==> src/rtl/seq_detect_ctrl.sv <==
// Word-to-bit scheduler for the serial pattern detector: accepts a word, streams it MSB-first,
// matches a programmable PAT_W-bit pattern on the fly and reports a per-word match count.
`timescale 1ns/1ps
module seq_detect_ctrl #(
  parameter int PAT_W  = 4,
  parameter int DATA_W = 16,
  parameter int CNT_W  = 5
) (
  input  logic              clock,
  input  logic              reset,
  input  logic              cfg_we,
  input  logic [PAT_W-1:0]  cfg_pattern,
  input  logic              cfg_overlap,
  input  logic              s_valid,
  output logic              s_ready,
  input  logic [DATA_W-1:0] s_data,
  output logic              bit_out,
  output logic              bit_valid,
  output logic              match_pulse,
  output logic [CNT_W-1:0]  match_count,
  output logic              done,
  output logic              busy
);

  localparam int FILL_W = $clog2(PAT_W + 1);
  localparam int BCNT_W = $clog2(DATA_W);

  if (PAT_W < 2 || PAT_W > 8 || DATA_W < PAT_W) begin : g_param_check
    $error("seq_detect_ctrl: PAT_W must be 2..8 and DATA_W >= PAT_W");
  end

  typedef enum logic [1:0] {
    ST_IDLE  = 2'd0,
    ST_SHIFT = 2'd1,
    ST_DONE  = 2'd2
  } state_t;

  state_t              state_q, state_d;
  logic [PAT_W-1:0]    pattern_q, pattern_d;
  logic                overlap_q, overlap_d;
  logic [DATA_W-1:0]   shift_q, shift_d;
  logic [PAT_W-2:0]    window_q, window_d;
  logic [FILL_W-1:0]   fill_q, fill_d;
  logic [BCNT_W-1:0]   bit_cnt_q, bit_cnt_d;
  logic [CNT_W-1:0]    match_count_q, match_count_d;

  logic [PAT_W-1:0]    candidate;
  logic                window_ready;

  function automatic logic [CNT_W-1:0] sat_inc(input logic [CNT_W-1:0] c);
    return (&c) ? c : c + CNT_W'(1);
  endfunction

  function automatic logic [FILL_W-1:0] fill_inc(input logic [FILL_W-1:0] f);
    return (f >= FILL_W'(PAT_W)) ? FILL_W'(PAT_W) : f + FILL_W'(1);
  endfunction

  always_ff @(posedge clock or posedge reset) begin
    if (reset) begin
      state_q       <= ST_IDLE;
      pattern_q     <= '0;
      overlap_q     <= 1'b0;
      shift_q       <= '0;
      window_q      <= '0;
      fill_q        <= '0;
      bit_cnt_q     <= '0;
      match_count_q <= '0;
    end else begin
      state_q       <= state_d;
      pattern_q     <= pattern_d;
      overlap_q     <= overlap_d;
      shift_q       <= shift_d;
      window_q      <= window_d;
      fill_q        <= fill_d;
      bit_cnt_q     <= bit_cnt_d;
      match_count_q <= match_count_d;
    end
  end

  // The bit on the wire completes the window; a match needs PAT_W-1 history bits behind it.
  assign candidate    = {window_q, shift_q[DATA_W-1]};
  assign window_ready = (fill_q >= FILL_W'(PAT_W - 1));

  always_comb begin
    state_d       = state_q;
    pattern_d     = pattern_q;
    overlap_d     = overlap_q;
    shift_d       = shift_q;
    window_d      = window_q;
    fill_d        = fill_q;
    bit_cnt_d     = bit_cnt_q;
    match_count_d = match_count_q;
    s_ready       = 1'b0;
    bit_valid     = 1'b0;
    bit_out       = 1'b0;
    match_pulse   = 1'b0;
    done          = 1'b0;
    busy          = 1'b0;

    case (state_q)
      ST_IDLE: begin
        s_ready = 1'b1;
        if (cfg_we) begin
          pattern_d = cfg_pattern;
          overlap_d = cfg_overlap;
        end
        if (s_valid) begin
          shift_d       = s_data;
          window_d      = '0;
          fill_d        = '0;
          match_count_d = '0;
          bit_cnt_d     = BCNT_W'(DATA_W - 1);
          state_d       = ST_SHIFT;
        end
      end

      ST_SHIFT: begin
        busy        = 1'b1;
        bit_valid   = 1'b1;
        bit_out     = shift_q[DATA_W-1];
        match_pulse = window_ready && (candidate == pattern_q);
        shift_d     = {shift_q[DATA_W-2:0], 1'b0};
        bit_cnt_d   = bit_cnt_q - BCNT_W'(1);
        window_d    = candidate[PAT_W-2:0];
        fill_d      = fill_inc(fill_q);
        if (match_pulse) begin
          match_count_d = sat_inc(match_count_q);
          // Non-overlapping mode restarts the search from an empty window.
          if (!overlap_q) begin
            window_d = '0;
            fill_d   = '0;
          end
        end
        if (bit_cnt_q == '0) begin
          state_d = ST_DONE;
        end
      end

      ST_DONE: begin
        busy    = 1'b1;
        done    = 1'b1;
        state_d = ST_IDLE;
      end

      default: begin
        state_d  = ST_IDLE;
        window_d = '0;
        fill_d   = '0;
      end
    endcase
  end

  assign match_count = match_count_q;

endmodule
==> config.mk <==
export PLATFORM = sky130hd
export DESIGN_NAME = seq_detect_ctrl
export DESIGN_NICKNAME = d
export VERILOG_FILES = /design/src/rtl/seq_detect_ctrl.sv
export SDC_FILE = /design/constraint.sdc
export NUM_CORES = 1
export LEC_CHECK = 0
export ABC_AREA = 1
export CELL_PAD_IN_SITES_DETAIL_PLACEMENT = 1
export CELL_PAD_IN_SITES_GLOBAL_PLACEMENT = 2
export CORE_ASPECT_RATIO = 1.1
export CORE_MARGIN = 2
export CORE_UTILIZATION = 32
export CTS_CLUSTER_DIAMETER = 60
export DETAILED_ROUTE_END_ITERATION = 8
export MAX_ROUTING_LAYER = met4
export PLACE_DENSITY_LB_ADDON = 0.08
export SYNTH_ARGS = -nofsm -noshare
export SYNTH_HDL_FRONTEND = slang
export SYNTH_SLANG_ARGS = --single-unit
==> constraint.sdc <==
create_clock -name clock -period 1.9 [get_ports clock]
set_input_delay 0.19 -clock clock [delete_from_list [all_inputs] [get_ports clock]]
set_output_delay 0.19 -clock clock [all_outputs]
set_load 0.01 [all_outputs]
==> impl_summary.txt <==
----------------------------------------------------
[Drt]
  First-pass iteration count of the detailed router ... 4
  Vias per inst ... 4.72
  Total number of vias ... 1627
  Routed wire length ... 4960 µm
  ANT nets after route ... 0
  Number of DRC markers in iteration 0 ... 28
  Post-DR wirelength/cell ... 14.4 µm
  Post-route DRC violation count ... 0

[CTS]
  Post-CTS clock slew at the launch and capture registers of the worst setup and hold paths ... 0.08 ns
  Clock buffer count from CTS ... 5
  Clk root buf ... sky130_fd_sc_hd__clkbuf_8
  Source-to-sink clock delay at the later pin of the worst-skew pair ... 0.29 ns
  Maximum level of the CTS H-tree ... 2
  TritonCTS clock tree ... done
  CTS hold repair buffers ... 0
  CTS Sinks ... 38
  Number of buffers between clock root and the deepest sink ... 2

[Synth]
  EDFF count, synth ... 0
  Part of the Yosys area used for sequential elements ... 47.2%
  Seq cells post-synth ... 38
  Largest area contributor in the synthesized netlist ... sky130_fd_sc_hd__dfrtp_1
  Top cell type's share of synthesized area ... 47.2%
  Ranking of synthesized cells by instance count ... sky130_fd_sc_hd__nand2_1, sky130_fd_sc_hd__dfrtp_1, sky130_fd_sc_hd__nor2_1, sky130_fd_sc_hd__inv_1, sky130_fd_sc_hd__nand3_1
  Netlist Area Pre-Place ... 2010 µm²
  Unique cell type count in the Yosys netlist ... 34
  Synthesis warning total ... 0
  Most frequently used flop master after synthesis ... sky130_fd_sc_hd__dfrtp_1
  Avg Inst Size Synth ... 9.15 µm²
  Synth async-reset ratio ... 100%
  Cells taking the most area after synthesis ... sky130_fd_sc_hd__dfrtp_1, sky130_fd_sc_hd__nand2_1, sky130_fd_sc_hd__ha_1
  Cell count after synthesis ... 220
  Top-count cell post-synth ... sky130_fd_sc_hd__nand2_1
  Synthesized net count ... 254

[Floorplanning]
  Core area ... 6120 µm²
  Die footprint ... 6940 µm²
  Top-level I/O count ... 36
  DIE WIDTH ... 79.6 µm
  Die boundary height ... 87.2 µm
  Starting density of the core ... 32.9%
  Std-Cell Rows ... 30

[Global routing]
  Antenna violations before repair ... 0
  Pin count of the biggest net entering global routing ... 39
  Number of global-route vias before repair ... 1740
  Overall global routing resource usage ... 16.4%
  Global-route wire length before repair ... 8440 µm
  Total overflow reported by the global router ... 0

[Worst setup path]
  Critical Setup Path Class ... reg -> out
  Startpoint types ... register
  Series of cell instances along the critical path ... inv_1, ha_1, clkdlybuf4s50_1
  Worst reg2reg path depth ... 11
  Worst-path fanout max ... 3
  Kind of capture point of the worst setup path ... output pin
  Required time of the critical path ... 1.71 ns
  Crit path max-delay cell type ... sky130_fd_sc_hd__clkdlybuf4s50_1
  Critical path's largest stage delay ... 0.57 ns
  Data arrival, critical path ... 1.60 ns

[Placement]
  Routability congestion estimate from global placement ... 0.709
  Detail Placement HPWL ... 3510 µm
  PortBufs ... 35
  Inst Count DP ... 336

[Finish]
  Area growth from synthesis to final layout ... 29.0%
  Share of final-layout standard cells stronger than drive strength 1 ... 14.7%
  Number of fill cells in the layout ... 732
  Non-filler cells in the finished layout ... 345
  Nets ... 299
  Antenna fix cells ... 0

[Timing]
  Clk_skew ... 0.00636 ns
  Setup repair after global routing missed its margin ... no
  Worst-case headroom to the max-slew limit ... 65.8%
  Final setup violation count ... 0
  Max-slew violations ... 0
  Fin. Hold Viols ... 0
  Slew of the pin with the lowest slew margin ... 0.513 ns
  Sum of negative setup slack ... 0 ns
  Final Critical Period ... 1.79 ns
  Final worst-path cycle share ... 94.3%
  Fmax achieved ... 0.558 GHz

[Power and ir drop]
  Leakage ... 1.23 nW
  Power per unit of standard cell area ... 1550 nW/µm²
  Peak VDD IR ... 594 µV

[Job]
  Maximum Capacitance Violations ... 0

[Outcome]
  Result of the run ... complete, no violations

[Min path]
  Path type of the worst min-delay path ... in -> async

----------------------------------------------------
## power by group
| part | internal, W | switching [W] | total (W) |
|---|---|---|---|
| sequential | 0.00115 | 0.000202 | 0.00135 |
| clock | 0.000253 | 0.000280 | 0.000533 |
| combinational | 0.000873 | 0.00127 | 0.00215 |
| total | 0.00227 | 0.00175 | 0.00403 |
## per-stage QoR
step / cell area [µm²] / util, % / power [W] / setup WS (ns) / hold WS (ns)
floorplan: 2010 / - / 0.00285 / 0.324 / 0.331
global placement: 2490 / 40.7 / 0.00346 / 0.119 / 0.481
detailed placement: 2490 / 40.7 / 0.00349 / 0.0566 / 0.490
CTS: 2580 / 42.1 / 0.00407 / 0.00801 / 0.367
global route: 2600 / 42.4 / 0.00443 / 0.0228 / 0.382
finish: 2600 / 42.4 / 0.00403 / 0.108 / 0.333
## final timing paths
kind | from | to | slack [ns]
setup / recovery | state_q[0] | done | 0.11
hold / removal | reset | pattern_q[1] | 0.33
setup reg to reg | state_q[0] | match_count[3] | 0.20
hold reg to reg | shift_q[0] | shift_q[0] | 0.50
max in group asynchronous | reset | bit_cnt_q[0] | 1.21
min in group clock | cfg_overlap | overlap_q | 0.48
## cell families (layout without fill, tap and decap cells)
family	Yosys count	after routing	share of synthesized area, %
multiplexers	3	3	1.68
flip-flops	38	38	47.2
adder cells (fa/ha/maj)	9	9	5.59
AND/OR/NAND/NOR	102	102	25.3
buffers and inverters	31	76	6.65
XOR/XNOR	7	7	3.05
AO/OA/AOI/OAI	30	30	10.5
## flip-flops by register name (all words and copies together), names as in the netlist
name and cells:
fill_q 3, pattern_q 4, state_q 2, overlap_q 1
match_count 5, bit_cnt_q 4, window_q 3, shift_q 16
## area by class of cell
class | instances | area [µm²] | share of cell area (%)
flip-flops and latches | 38 | 951 | 36.6
clock buffers | 7 | 76.3 | 2.94
multi-input cells | 151 | 943 | 36.3
inverters | 25 | 96.3 | 3.71
repair buffers | 44 | 429 | 16.5
well taps | 80 | 100 | 3.86
## cells in the final DEF (no fill, tap or decap), types with 4 or more instances in the layout
cell	count
sky130_fd_sc_hd__a31oi_1	8
sky130_fd_sc_hd__nand2_1	46
sky130_fd_sc_hd__clkdlybuf4s50_1	31
sky130_fd_sc_hd__xor2_1	4
sky130_fd_sc_hd__o21ai_0	6
sky130_fd_sc_hd__clkbuf_8	5
sky130_fd_sc_hd__dfrtp_1	38
sky130_fd_sc_hd__inv_2	4
sky130_fd_sc_hd__a21oi_1	5
sky130_fd_sc_hd__ha_1	7
sky130_fd_sc_hd__nor2_1	23
sky130_fd_sc_hd__inv_1	20
sky130_fd_sc_hd__nand3_1	15
sky130_fd_sc_hd__buf_4	8
## metal layers
layer | wire length, µm | track usage [%] | vias up
li1 | - | - | 808
met1 | 2300 | 20.1 | 792
met2 | 2430 | 26.9 | 22
met3 | 175 | 4.25 | 5
met4 | 58 | 4.23 | 0
met5 | 0 | - | -
## worst max-delay path, delay by kind of cell, from the launching register on
family / cells / cell delay (ns)
buf+inv: 2 / 0.67
flops: 1 / 0.40
fa+ha+maj: 1 / 0.24
## timing repair
action / in CTS / in global routing
pin swaps: 0 / 1
endpoints found under the setup margin: 3 / 11
gates resized for setup: 5 / 5
setup buffers: 0 / 2
Note: power is estimated with default switching activity, not from simulation.
